--- config.mk ---
export PLATFORM = sky130hd
export DESIGN_NAME = mem_rmw_maxpool
export DESIGN_NICKNAME = d
export VERILOG_FILES = /design/src/rtl/mem_rmw_maxpool.sv
export SDC_FILE = /design/constraint.sdc
export NUM_CORES = 1
export LEC_CHECK = 0
export ABC_AREA = 1
export CORE_MARGIN = 3
export CORE_UTILIZATION = 50
export DETAILED_ROUTE_END_ITERATION = 8
export GPL_ROUTABILITY_DRIVEN = 0
export PLACE_DENSITY = 0.79
export RECOVER_POWER = 25
export REMOVE_ABC_BUFFERS = 1
export SKIP_LAST_GASP = 1
export SLEW_MARGIN = 20
export SYNTH_ARGS = -nofsm -noshare
export SYNTH_HDL_FRONTEND = slang
export SYNTH_SLANG_ARGS = --single-unit
--- constraint.sdc ---
create_clock -name i_clk -period 9.85 [get_ports i_clk]
set_input_delay 0.985 -clock i_clk [delete_from_list [all_inputs] [get_ports i_clk]]
set_output_delay 0.985 -clock i_clk [all_outputs]
set_load 0.02 [all_outputs]
--- src/rtl/mem_rmw_maxpool.sv ---
// mem_rmw_maxpool: read-modify-write front end for the dual-port feature memory.
// Each accepted update (address, feature vector) reads the stored vector on port A,
// takes the lane-wise unsigned maximum and writes it back on port B, one update per
// cycle. The read latency is hidden by forwarding from the two write stages.
// Optional full-memory clear sweep, compiled in when MEM_RMW_CLEAR_EN is defined.
//
// Ports:
//   i_clk, i_rst          clock, asynchronous active-high reset
//   i_s_valid, o_s_ready  update handshake; i_s_addr / i_s_data carry the update
//   i_clr_start           one-cycle clear request; o_clr_busy high while it is pending/running
//   o_mem_ena, o_addra    port A read request; i_douta returns data one cycle later
//   o_mem_enb, o_web      port B write enable (always equal)
//   o_addrb, o_dinb       port B write address / data
module mem_rmw_maxpool #(
  parameter int unsigned AWIDTH = 16,
  parameter int unsigned DWIDTH = 72,
  parameter int unsigned LANES  = 8
) (
  input  logic              i_clk,
  input  logic              i_rst,
  input  logic              i_s_valid,
  output logic              o_s_ready,
  input  logic [AWIDTH-1:0] i_s_addr,
  input  logic [DWIDTH-1:0] i_s_data,
  input  logic              i_clr_start,
  output logic              o_clr_busy,
  output logic              o_mem_ena,
  output logic [AWIDTH-1:0] o_addra,
  input  logic [DWIDTH-1:0] i_douta,
  output logic              o_mem_enb,
  output logic              o_web,
  output logic [AWIDTH-1:0] o_addrb,
  output logic [DWIDTH-1:0] o_dinb
);
  localparam int unsigned LW = DWIDTH / LANES;

  logic              r_s_ready;
  logic              r_v1, r_v2, r_v3;
  logic [AWIDTH-1:0] r_a1, r_a2, r_a3;
  logic [DWIDTH-1:0] r_d1, r_d2, r_d3;

  logic              w_hs;
  logic              w_ready_d;
  logic              w_v3_d;
  logic [DWIDTH-1:0] w_opnd;
  logic [DWIDTH-1:0] w_max;

  assign w_hs      = i_s_valid & r_s_ready;
  assign o_s_ready = r_s_ready;
  assign o_mem_ena = w_hs;
  assign o_addra   = w_hs ? i_s_addr : '0;

  // Newest matching in-flight write wins; stage 3 covers the write the memory
  // committed on the same edge as our read and therefore did not return.
  always_comb begin
    if (r_v2 && (r_a1 == r_a2)) begin
      w_opnd = r_d2;
    end else if (r_v3 && (r_a1 == r_a3)) begin
      w_opnd = r_d3;
    end else begin
      w_opnd = i_douta;
    end
  end

  always_comb begin
    w_max = '0;
    for (int i = 0; i < int'(LANES); i++) begin
      w_max[i*LW +: LW] = (r_d1[i*LW +: LW] > w_opnd[i*LW +: LW]) ?
                          r_d1[i*LW +: LW] : w_opnd[i*LW +: LW];
    end
  end

`ifdef MEM_RMW_CLEAR_EN
  typedef enum logic [1:0] {StRun, StDrain, StClear} state_e;

  state_e            r_state, w_state_d;
  logic [AWIDTH-1:0] r_cnt;
  logic              r_clr_busy;
  logic              w_in_clear;
  logic              w_to_clear;

  always_comb begin
    w_state_d = r_state;
    unique case (r_state)
      StRun:   if (i_clr_start) w_state_d = StDrain;
      StDrain: if (!r_v1 && !r_v2) w_state_d = StClear;
      StClear: if (&r_cnt) w_state_d = StRun;
      default: w_state_d = StRun;
    endcase
  end

  assign w_in_clear = (r_state == StClear);
  assign w_to_clear = (r_state == StDrain) && (w_state_d == StClear);
  assign w_ready_d  = (w_state_d == StRun);
  assign w_v3_d     = r_v2 & ~w_to_clear;
  assign o_clr_busy = r_clr_busy;

  always_comb begin
    o_mem_enb = r_v2;
    o_addrb   = r_v2 ? r_a2 : '0;
    o_dinb    = r_v2 ? r_d2 : '0;
    if (w_in_clear) begin
      o_mem_enb = 1'b1;
      o_addrb   = r_cnt;
      o_dinb    = '0;
    end
  end

  always_ff @(posedge i_clk or posedge i_rst) begin
    if (i_rst) begin
      r_state    <= StRun;
      r_cnt      <= '0;
      r_clr_busy <= 1'b0;
    end else begin
      r_state    <= w_state_d;
      r_clr_busy <= (w_state_d != StRun);
      if (w_to_clear) begin
        r_cnt <= '0;
      end else if (w_in_clear) begin
        r_cnt <= r_cnt + 1'b1;
      end
    end
  end
`else
  logic w_unused_clr;

  assign w_unused_clr = i_clr_start;
  assign w_ready_d    = 1'b1;
  assign w_v3_d       = r_v2;
  assign o_clr_busy   = 1'b0;
  assign o_mem_enb    = r_v2;
  assign o_addrb      = r_v2 ? r_a2 : '0;
  assign o_dinb       = r_v2 ? r_d2 : '0;
`endif

  assign o_web = o_mem_enb;

  always_ff @(posedge i_clk or posedge i_rst) begin
    if (i_rst) begin
      r_s_ready <= 1'b0;
      r_v1      <= 1'b0;
      r_v2      <= 1'b0;
      r_v3      <= 1'b0;
      r_a1      <= '0;
      r_a2      <= '0;
      r_a3      <= '0;
      r_d1      <= '0;
      r_d2      <= '0;
      r_d3      <= '0;
    end else begin
      r_s_ready <= w_ready_d;
      r_v1      <= w_hs;
      if (w_hs) begin
        r_a1 <= i_s_addr;
        r_d1 <= i_s_data;
      end
      r_v2 <= r_v1;
      if (r_v1) begin
        r_a2 <= r_a1;
        r_d2 <= w_max;
      end
      r_v3 <= w_v3_d;
      r_a3 <= r_a2;
      r_d3 <= r_d2;
    end
  end

endmodule

==> results of run 1 <==
## through the flow
| stage | hold slack, ps | worst slack, ps |
|---|---|---|
| detailed placement | 407.4 | 5065 |
| global route | 444.7 | 3442 |
| finish | 426.1 | 4322 |
| global placement | 406.7 | 5091 |
| CTS | 424.8 | 5054 |
| floorplan | 394.5 | 1483 |
## sequential cells by signal, indices dropped and copies added (netlist names)
name       count
r_a1          16
r_v1           1
r_v3           1
o_s_ready      1
r_a2          16
r_d2          72
r_d1          72
o_mem_enb      1
r_d3          72
r_a3          16
## worst max-delay path by stage
| stage | from | to | slack [ps] | cells past startpoint |
|---|---|---|---|---|
| 2_1_floorplan | i_rst | o_mem_enb$_DFF_PP0_ | 1480 | 1 |
| 3_3_place_gp | r_a1[8]$_DFFE_PP0P_ | r_d2[20]$_DFFE_PP0P_ | 5090 | 16 |
| 3_5_place_dp | r_a1[8]$_DFFE_PP0P_ | r_d2[20]$_DFFE_PP0P_ | 5060 | 16 |
| 4_1_cts | r_a1[8]$_DFFE_PP0P_ | r_d2[20]$_DFFE_PP0P_ | 5050 | 16 |
| 5_1_grt | i_rst | r_d1[30]$_DFFE_PP0P_ | 3440 | 3 |
| 6_report | i_rst | r_d3[29]$_DFF_PP0_ | 4320 | 3 |
## cell families (layout without fill, tap and decap cells)
group                      Yosys count  in the layout  share of synthesized area
other                                2              2                  0.0004306
buffers and inverters              491            731                     0.1273
DFF                                268            268                     0.3845
xor gates and xnor gates            12             12                   0.006026
adders and majority gates           72             72                    0.05165
and+or+nand+nor                   1296           1296                     0.3926
AOI/OAI and AO/OA                  117            117                    0.03752
## synth_stat cells (14+ instances only)
cell | n | area share
nand2_1 | 702 | 0.15
inv_1 | 373 | 0.080
dfrtp_1 | 268 | 0.38
nand3_1 | 109 | 0.031
nand4_1 | 92 | 0.033
nand2_2 | 78 | 0.028
ha_1 | 72 | 0.052
and2_1 | 64 | 0.023
nand3_2 | 63 | 0.036
nand4_2 | 60 | 0.043
o21ai_0 | 54 | 0.015
nand3b_1 | 51 | 0.022
nor2_1 | 50 | 0.011
clkbuf_1 | 42 | 0.0090
a21oi_1 | 38 | 0.011
buf_6 | 29 | 0.019
o21bai_1 | 15 | 0.0065
inv_2 | 14 | 0.0030
## layout by cell type (no fill, tap or decap), types with 5 or more instances in the layout
cell,count
nand4_1,92
ha_1,72
and2_1,64
nand2_2,78
nor2_2,5
nor2_4,8
inv_1,372
nand3_2,63
clkinv_2,7
o21bai_1,15
clkbuf_16,31
o21ai_0,54
nand3_1,109
clkbuf_8,5
inv_2,12
bufinv_16,8
nand4_2,60
nand3b_1,51
xor2_1,9
o21ai_2,7
nor3_1,6
buf_4,17
a21oi_1,38
clkdlybuf4s50_1,269
nand2_1,702
dfrtp_1,268
nor2_1,50
## power groups by stage
stage                     logic [uW]  registers (uW)  clock network, uW
final                            867            1440               1300
after global routing             970            1470               1360
after CTS                        865            1440               1310
after detailed placement         856            1460                  0
after global placement           835            1440                  0
after floorplan                  557            1420                  0
## metal layers
| metal | vias to the layer above | part of all wire |
|---|---|---|
| met4 | 0 | 0.030 |
| met3 | 114 | 0.093 |
| met5 | - | 0 |
| met2 | 714 | 0.47 |
| met1 | 7617 | 0.41 |
| li1 | 7528 | - |
## layout make-up
cell class	count	area share
Tap cell	448	0.02641
Inverter	387	0.06867
Timing Repair Buffer	288	0.1335
Clock buffer	38	0.04014
Clock inverter	18	0.01420
Multi-Input combinational cell	1499	0.4012
Sequential cell	268	0.3159
## worst max-delay path, delay by kind of cell
kind     cells  cell delay [ps]
buf+inv      3             4960
==> metrics.txt, run 1 <==
R2R depth 16; DP Area 20090 um^2; first-pass GRT wire length 82270 um; Routed Antenna Nets 0; final-report hold violation count 0; largest net degree at the start of global routing 133; Syn-to-layout area delta 21.71%; Crit. End Element asynchronous set/reset pin; total power 3607 uW; die extent in x 192.8 um; Largest stage delay, worst path 3250 ps; starting density of the core 0.5137; Synth cell types 40; Switch Pwr 1166 uW; CTS resizes 0; worst hold path class reg -> reg; Vias 15970; vias per cell 5.422; multi-input logic area 8516 um^2; Clock Sink Count 268; port buffer count 270; die height 192.8 um; Core ar. 33950 um^2; Final Non-Filler Cells 2946; Finish-stage setup viols 0; reg2reg start r_a1[8]$_DFFE_PP0P_; CTS H-tree depth 1; CTS clk-pin slew, worst paths 60 ps; Final Core Density 0.6252; Final TNS setup 0 ps; Hold Path Sink r_d3[65]$_DFF_PP0_; max-cap viol count 3; drt drc 0; unrepaired setup endpoints after global routing false; Worst path slowest cell clkinvlp_2; Fillers 2905; dpl cells 2890; P_leak 0.01160 uW; combinational power share 0.240; met3 GRT Util 0.04759; Total GRT Usage 0.2767; GR Overflow Total 0; die area 37160 um^2; vias in the first global route 15880; Post-synth EDFFs 0; Synth Flop Type dfrtp_1; Iteration-0 DRC Markers 1180; Cell Area, Synth 17440 um^2; Achievable Freq 180.9 MHz; latest clock arrival within the worst-skew pair 560 ps; Top Usage Layer GRT met2; FF+latch area 6706 um^2; post-layout minimum cycle time 5528 ps; Post-CTS Repair Setup Buffers 0; count of pins over their slew limit 225; TritonCTS Buffers 30; Hold Startpoint r_d2[65]$_DFFE_PP0P_; r2r setup slk 4930 ps; Arrival @ worst endpoint 6060 ps; fraction of registers with async set/reset 1.000; PwrDens 169.9 nW/um^2; # diodes 0; flops & latches, synth 268; Crit Path Max Fanout 132; hold depth 0; status finished with violations; CP required 10390 ps; share of post-route cells with drive strength above 1 0.1253; Crit Path Category in -> async; DR pass1 iterations 6; sequential share of the synthesized area 0.3845; Worst-Margin Slew 5944 ps; switching share of power 0.3233; Seq pwr share 0.400; hold buffer count at cts 0; Slew Limit Headroom -2.963; cell-internal power 2440 uW; Clock Power Share 0.359; CTS tree done; met2 Use GR 0.4576; GR Layer Usage met1 0.3702; Final Instance Area 21230 um^2; Final Net Count 2710; Layout Skew 9.211 ps; Syn Inst Count 2258; WL/cell 17.59 um; R2R Path End r_d2[20]$_DFFE_PP0P_; clock tree buffer depth 3; peak supply drop 0.0001492 V; num ports 273; failing checks max-capacitance violations, max-slew violations; startpoint type of the worst setup path input port; Routed WL 51820 um; hpwl dp 32590 um; Mean Syn Cell Area 7.724 um^2; crit path cell chain dlygate4sd3_1, clkinvlp_2, buf_4; Root Buffer clkbuf_16; yosys warns 0; fin crit share 0.5612; initial antenna violation count 0; Placement Rows 67
(Power assumes the default switching activity.)
==> inputs of run 2 (changes only) <==
==> constraint.sdc (replaced) <==
create_clock -name i_clk -period 5.7 [get_ports i_clk]
set_input_delay 0.57 -clock i_clk [delete_from_list [all_inputs] [get_ports i_clk]]
set_output_delay 0.57 -clock i_clk [all_outputs]
set_load 0.02 [all_outputs]
==> metrics.txt, run 2 (synthesized netlist as in run 1, its figures left out) <==
count of pins over their slew limit 124 (-45%); startpoint type of the worst setup path flip-flop; CTS resizes 0 (unchanged); Crit. End Element flip-flop; Achievable Freq 213.3 MHz; P_leak 0.01159 uW (-0.12%); largest net degree at the start of global routing 144 (+8.3%); max-cap viol count 2 (-1); share of post-route cells with drive strength above 1 0.1240 (-0.001300); CTS tree done; CTS H-tree depth 1 (unchanged); vias per cell 5.381 (-0.76%); num ports 273 (unchanged); failing checks max-capacitance violations, max-slew violations; latest clock arrival within the worst-skew pair 560 ps (about the same); Final Instance Area 21180 um^2 (-0.21%); FF+latch area 6706 um^2 (unchanged); Arrival @ worst endpoint 5180 ps (-880 ps); Routed Antenna Nets 0 (unchanged); total power 6068 uW (+68%); vias in the first global route 15810 (-0.40%); initial antenna violation count 0 (unchanged); status finished with violations; GR Overflow Total 0 (unchanged); Placement Rows 67 (unchanged); Total GRT Usage 0.2755 (-0.001267); most frequent cells in the layout nand2_1 (701), inv_1 (372), clkdlybuf4s50_1 (269); drt drc 0 (unchanged); CTS clk-pin slew, worst paths 60 ps (about the same); multi-input logic area 8518 um^2 (about the same); CP required 6200 ps (-4190 ps); PwrDens 286.4 nW/um^2 (+69%); die area 37160 um^2 (unchanged); Routed WL 51730 um (-0.18%); DR pass1 iterations 8 (+2); Vias 15860 (-0.69%); Iteration-0 DRC Markers 1354 (+15%); Core ar. 33950 um^2 (unchanged); Crit Path Category reg -> reg; fin crit share 0.8224; Finish-stage setup viols 0 (unchanged); clock tree buffer depth 3 (unchanged); Final Non-Filler Cells 2948 (+0.068%); unrepaired setup endpoints after global routing false; first-pass GRT wire length 81910 um (-0.44%); Post-CTS Repair Setup Buffers 0 (unchanged); Syn-to-layout area delta 21.45%; Layout Skew 12.57 ps (+3.356 ps); final-report hold violation count 0 (unchanged); TritonCTS Buffers 31 (+3.3%); post-layout minimum cycle time 4688 ps; peak supply drop 0.0002536 V (+70%); dpl cells 2889 (-0.035%); Worst-Margin Slew 3616 ps (-2328 ps); DP Area 20110 um^2 (about the same); # diodes 0 (unchanged); port buffer count 270 (unchanged); starting density of the core 0.5137 (unchanged); largest registers r_d1 (72), r_d2 (72), r_d3 (72); Crit Path Max Fanout 42 (-68%); die extent in x 192.8 um (unchanged); Final Net Count 2711 (+0.037%); most common cell after layout, fill and taps aside nand2_1; Clock Sink Count 268 (unchanged); hpwl dp 32370 um (-0.68%); Root Buffer clkbuf_16; WL/cell 17.55 um (-0.25%); Slew Limit Headroom -1.424 (+1.539); hold buffer count at cts 0 (unchanged); die height 192.8 um (unchanged); Fillers 2961 (+1.9%); worst hold path class reg -> reg
==> run 2: through the flow <==
step	util	hold WS (ps)	setup WS, ps	setup TNS (ps)
6_report	0.6239	422.5	1012	0
2_1_floorplan	-	394.5	-2252	-605130
4_1_cts	0.6235	420.7	1067	0
3_3_place_gp	0.5924	405.7	1216	0
3_5_place_dp	0.5924	409.4	1128	0
5_1_grt	0.6239	432.4	604.9	0
==> run 2: report_power, final <==
| part | internal, uW | switching, uW | leakage, uW |
|---|---|---|---|
| clock | 1250 | 819 | 0.000524 |
| sequential | 2240 | 267 | 0.00330 |
| combinational | 568 | 927 | 0.00776 |
==> run 2: final timing paths <==
kind | startpoint | endpoint | slack, ps | depth (start not counted)
max | o_mem_enb$_DFF_PP0_ | r_d2[62]$_DFFE_PP0P_ | 1010 | 15
min | r_d2[57]$_DFFE_PP0P_ | r_d3[57]$_DFF_PP0_ | 420 | 0
max reg2reg | o_mem_enb$_DFF_PP0_ | r_d2[62]$_DFFE_PP0P_ | 1010 | 15
min reg2reg | r_d2[57]$_DFFE_PP0P_ | r_d3[57]$_DFF_PP0_ | 420 | 0
max in group asynchronous | i_rst | r_d3[50]$_DFF_PP0_ | 2080 | 4
min in group asynchronous | i_rst | r_d2[61]$_DFFE_PP0P_ | 1530 | 2
==> run 2: area by class of cell <==
cell class                 count  area share
multi-input combinational   1499      0.4021
tap                          448     0.02646
inverter                     387     0.06881
timing repair buffer         288      0.1361
sequential                   268      0.3166
clock buffer                  49     0.04406
clock inverter                 9    0.005848
==> run 2: layer usage <==
layer | vias up | wire length (um) | track usage
met2 | 655 | 24940 | 0.4759
li1 | 7519 | - | -
met1 | 7590 | 21650 | 0.3688
met5 | - | 0 | 0
met3 | 99 | 3933 | 0.03143
met4 | 0 | 1207 | 0.07145
==> run 2: worst max-delay path, cell delays in order, from the launching register on <==
cell	delay (ps)
dfrtp_1	1490
nand2_1	150
nor2_1	150
nand2_1	70
nor2_2	560
nand3_2	440
nand3_1	240
nand2_1	90
ha_1	190
o21ai_0	180
a21boi_0	140
o21ai_2	380
nand2_2	250
nand3_1	150
nand2_1	60
nand2_1	60
==> patch 1, RTL diff (flow settings as in run 1) <==
Build with the macro `MEM_RMW_CLEAR_EN` defined.
--- a/src/rtl/mem_rmw_maxpool.sv
+++ b/src/rtl/mem_rmw_maxpool.sv
@@ -12,4 +12,6 @@
 //   o_mem_enb, o_web      port B write enable (always equal)
 //   o_addrb, o_dinb       port B write address / data
+`define MEM_RMW_CLEAR_EN
+
 module mem_rmw_maxpool #(
   parameter int unsigned AWIDTH = 16,
Function: changed (Yosys sat finds a counterexample within 4 cycles, from zero or initial values and one cycle with i_rst high).
==> patch 1 against run 1 <==
The run still ends with max-capacitance violations, max-slew violations left; highest routed layer unchanged; synthesized area shrank 0.85%; utilization grew 0.65 points; critical path type is now reg2reg; synthesized cell count grew 6.3%; sequential cell count grew 19; count of clock-buffer cells in the layout grew 11; wire length grew 2.8%; setup slack lost 1.2 ns; critical path depth grew 13; clock skew grew 0.00052 ns; design area grew 0.55%.
Power is not compared: it rests on default switching activity, and its combinational part moved more than twofold at a synthesized area within 25%.
==> patch 1: results <==
metrics = {
    "hold_path": {
        "min_path_type": "reg2reg",
        "hold_depth": 0,
        "hold_start": "r_a2[15]",
        "hold_end": "r_a3[15]",
    },
    "global_route": {
        "gr-usage-met1_pct": 38.4,
        "grt.met3_usage_pct": 4.18,
        "grt_pass1_vias": 16832,
        "grt-ovfl-total": 0,
        "grt_util_all_layers_pct": 28.7,
        "antenna_found_initial": 0,
        "grt_max_degree": 189,
        "grt_pass1_wl_mm": 85.2,
        "gr-usage-met2_pct": 47.4,
    },
    "worst_setup_path": {
        "r2r-end": "r_d2[60]",
        "cp.arrival_ns": 7.16,
        "max_stage_delay_ns": 2.59,
        "crit_start": "r_v2",
        "slowest_stage": "dfrtp_1",
        "path_max_fanout": 77,
        "rr_worst_depth": 16,
        "critPathCaptureType": "flip-flop",
        "cp_top_family": "flip-flops",
    },
    "cells_and_area": {
        "stdcell_count": 3089,
        "drive_gt1_share_pct": 4.20,
        "n_antenna_cell": 0,
        "final_nets": 2853,
    },
    "clock_network": {
        "cts.repair.resized": 0,
        "cts_setup_buffers": 0,
        "clkLatencyLatePin_ns": 0.51,
        "htreeDepth": 2,
        "cts-root-buf": "clkbuf_16",
        "cts_buffers": 34,
    },
    "placement": {
        "post-dp-hpwl_mm": 34.1,
        "numPortBuffers": 272,
        "dpl_worst_slack_ns": 4.89,
        "dp.cells": 3027,
    },
    "drt": {
        "drt-initial-drc-count": 1363,
        "wl_met1_mm": 22.5,
        "met2_length_mm": 25.1,
        "dr.pass1.iters": 5,
        "wl_per_cell_um": 17.2,
        "wl_met3_mm": 3.86,
        "viasPerCell": 5.44,
    },
    "flow_run": {
        "drv_cap": 2,
    },
    "sta": {
        "skew_ns": 0.00974,
        "post-route-min-period_ns": 6.71,
        "relSlewSlack_pct": -201,
        "slew_viol_final": 178,
    },
    "yosys": {
        "yosys.cell_types.count": 43,
        "synthArstFlopShare_pct": 100,
        "synth-seq-area-share_pct": 41.5,
        "yosys-top-cells-area": "dfrtp_1 42%, nand2_1 18%, inv_1 6.7%, nand3_1 6.5%, ha_1 5.3%",
        "synth_common_cells": "819 x nand2_1, 307 x inv_1, 287 x dfrtp_1",
        "syn_inst": 2400,
    },
    "run_status": {
        "outcome": "finished, violations left",
        "violations": "max-capacitance violations, max-slew violations",
    },
}
[patch 1: cell types whose count changed after synthesis, sizes merged, moves of 19 or more]
cell	change
nand4	-61
nand3	+55
dfrtp	+19
nor2	+99
nand2	+45
inv	-66
[patch 1: power by group through the flow]
stage	Combinational (uW)	Clock, uW	Sequential [uW]
after CTS	2480	1380	2170
after global placement	2390	0	2150
after global routing	2820	1430	2240
final	2510	1360	2180
after detailed placement	2470	0	2180
after floorplan	1660	0	2060
[patch 1: logic make-up after synthesis]
family          synth area share (%)
compound gates                  4.99
xor+xnor                       0.355
fa+ha+maj                       5.28
buf+inv                         10.5
flops                           41.5
mux                           0.0579
simple gates                    37.3
[patch 1: layout make-up]
type,instances,area [um^2]
Tap cell,448,561
Sequential cell,287,7190
Inverter,322,1210
Clock buffer,49,1020
Timing Repair Buffer,286,2860
Fill cell,2954,12400
Clock inverter,12,190
Multi-Input combinational cell,1685,8310
[patch 1: metrics by stage]
stage / hold WS, ns / power (uW) / area, um^2
finish: 0.395 / 6040 / 21300
global route: 0.410 / 6500 / 21300
CTS: 0.388 / 6030 / 21300
detailed placement: 0.376 / 4650 / 20100
global placement: 0.358 / 4540 / 20100
floorplan: 0.354 / 3710 / 16700
[patch 1: worst register-to-register path: stages (launching register included)]
cell     delay, ns
dfrtp_1       2.59
inv_2         0.23
nor3_2        0.30
nand4_1       0.15
nor2_4        0.62
buf_4         0.58
nand3_1       0.19
and2_1        0.22
ha_1          0.30
nand2_1       0.07
nor2_1        0.12
nand2_1       0.06
o21ai_1       0.58
nand2_2       0.33
nand3_1       0.18
nand2_1       0.07
nand2_1       0.05
==> patch 2, RTL diff (config.mk and constraints of run 1) <==
Made on the original files. `AWIDTH`: 16 -> 20.
--- a/src/rtl/mem_rmw_maxpool.sv
+++ b/src/rtl/mem_rmw_maxpool.sv
@@ -13,5 +13,5 @@
 //   o_addrb, o_dinb       port B write address / data
 module mem_rmw_maxpool #(
-  parameter int unsigned AWIDTH = 16,
+  parameter int unsigned AWIDTH = 20,
   parameter int unsigned DWIDTH = 72,
   parameter int unsigned LANES  = 8
Interface: changed (resized i_s_addr, o_addra and o_addrb); port bits go from 273 to 285. No check against the original RTL was run, so the function may have changed too.
==> patch 2 against run 1 <==
The flow still finishes with violations (max-capacitance violations, max-slew violations); synthesized area down 2.1%; clock skew up 0.0088 ns; cell count up 3.0%; design area shrank 2.0%; wire length is 0.24% higher; total power decreased by 2.6%; sequential cell count increased by 12; setup slack got worse by 0.99 ns; worst hold slack worse by 0.0048 ns; sequential share of layout area rose by 2.1 points; global-route usage is 0.49 points higher; non-clock buffer count up 7; register-to-register slack worse by 0.40 ns; critical path type is now reg2out; highest routed layer is now met5.
==> patch 2: results <==
metrics = {
    "run_status": {
        "outcome": "finished, violations left",
        "violations": "max-capacitance violations, max-slew violations",
    },
    "pwr": {
        "peakVddDrop_uv": 138,
        "p_int_uw": 2380,
        "leakage_uw": 0.0114,
    },
    "global_route": {
        "grt_pass1_vias": 16156,
        "antenna_found_initial": 1,
        "grt_util_all_layers_pct": 28.2,
        "grt_max_degree": 143,
        "grt_pass1_wl_mm": 83.0,
    },
    "worst_setup_path": {
        "path_max_fanout": 77,
        "r2r_start": "r_v1",
        "cp.arrival_ns": 5.53,
        "reg2reg_slack_ns": 4.53,
        "r2r-end": "r_a2[14]",
        "rr_worst_depth": 4,
    },
    "drt": {
        "routed.top_layer": "met5",
        "viasPerCell": 5.40,
        "drt-initial-drc-count": 1352,
        "drt_wl_total_mm": 51.9,
        "wl_met3_mm": 4.46,
        "dr.pass1.iters": 6,
        "met2_length_mm": 24.0,
        "wl_met1_mm": 21.6,
    },
    "yosys": {
        "synth_flop_cell": "dfrtp_1",
        "yosys-top-cells-area": "dfrtp_1 41%, nand2_1 17%, inv_1 8.9%, nand4_1 5.5%, ha_1 5.3%",
        "synth_common_cells": "778 x nand2_1, 404 x inv_1, 280 x dfrtp_1",
        "yosys.cell_types.count": 39,
        "synth-seq-area-share_pct": 41.0,
    },
    "sta": {
        "slew_viol_final": 319,
        "fin_hold_ws_ns": 0.421,
        "skew_ns": 0.0180,
        "relSlewSlack_pct": -326,
    },
    "clock_network": {
        "cts.repair.resized": 0,
        "cts_buffers": 31,
        "htreeDepth": 1,
    },
    "flow_run": {
        "drv_cap": 3,
    },
    "cells_and_area": {
        "final_nets": 2801,
        "nFillCells": 2947,
        "drive_gt1_share_pct": 4.22,
    },
    "placement": {
        "numPortBuffers": 282,
        "post-dp-hpwl_mm": 31.9,
        "dpl_worst_slack_ns": 4.90,
    },
    "hold_path": {
        "min_path_type": "reg2reg",
        "hold_start": "r_a2[15]",
        "hold_end": "r_a3[15]",
    },
}
[patch 2: cell types whose count changed in the layout (fill, tap and decap cells not counted), moves of 11 or more]
cell,run 1,this run
clkdlybuf4s50_1,269,281
dfrtp_1,268,279
inv_1,372,402
nand2_1,702,778
nand2_2,78,6
nand3_1,109,171
nand3_2,63,3
nand3b_1,51,21
nand4_1,92,150
nand4_2,60,0
nor2_1,50,64
o21ai_0,54,102
[patch 2: metal layers]
metal  up-vias  GRT usage, %
met5         -             0
met4         2          9.68
met3       126          3.90
met2       772          46.6
met1      7716          38.1
li1       7770             -
[patch 2: critical path, cell delays in order (launching register included)]
cell and delay [ns]:
dfrtp_4 0.58, clkbuf_1 3.04, nand2_1 0.49, inv_1 0.18, clkdlybuf4s50_1 0.63
[patch 2: through the flow]
| stage | instances | util [%] | cell area (um^2) |
|---|---|---|---|
| 2_1_floorplan | 2233 | - | 16200 |
| 5_1_grt | 3033 | 61.9 | 20800 |
| 3_3_place_gp | 2976 | 58.8 | 19800 |
| 3_5_place_dp | 2976 | 58.8 | 19800 |
| 4_1_cts | 3033 | 61.9 | 20800 |
| 6_report | 3033 | 61.9 | 20800 |
[patch 2: cell families after synthesis]
family,after synthesis,synth area share (%)
and+or+nand+nor,1278,33.5
buffers and inverters,530,14.2
DFF,280,41.0
AOI/OAI and AO/OA,172,5.52
adders and majority gates,72,5.27
xor gates and xnor gates,10,0.513
other,2,0.0440
[patch 2: layout make-up]
class / count / area (um^2) / area share (%)
Sequential cell: 280 / 7010 / 33.7
Clock inverter: 13 / 123 / 0.589
Tap cell: 448 / 561 / 2.69
Multi-Input combinational cell: 1534 / 7690 / 37.0
Inverter: 419 / 1580 / 7.58
Clock buffer: 44 / 925 / 4.45
Timing Repair Buffer: 295 / 2920 / 14.0
[patch 2: power groups by stage]
stage | clock network [uW] | registers (uW) | logic, uW
after global routing | 1250 | 1540 | 920
final | 1180 | 1510 | 818
after floorplan | 0 | 1480 | 513
after CTS | 1200 | 1510 | 812
after global placement | 0 | 1510 | 781
after detailed placement | 0 | 1530 | 803
[patch 2: worst max path at each step]
| stage | from | end | slack, ns | cells after the start |
|---|---|---|---|---|
| floorplan | i_rst | o_mem_enb | 1.14 | 1 |
| global placement | r_a1[1] | r_d2[2] | 4.97 | 20 |
| detailed placement | r_a1[1] | r_d2[8] | 4.90 | 20 |
| CTS | r_a1[1] | r_d2[3] | 4.87 | 20 |
| global route | o_mem_enb | o_dinb[38] | 3.04 | 4 |
| finish | o_mem_enb | o_dinb[45] | 3.34 | 4 |
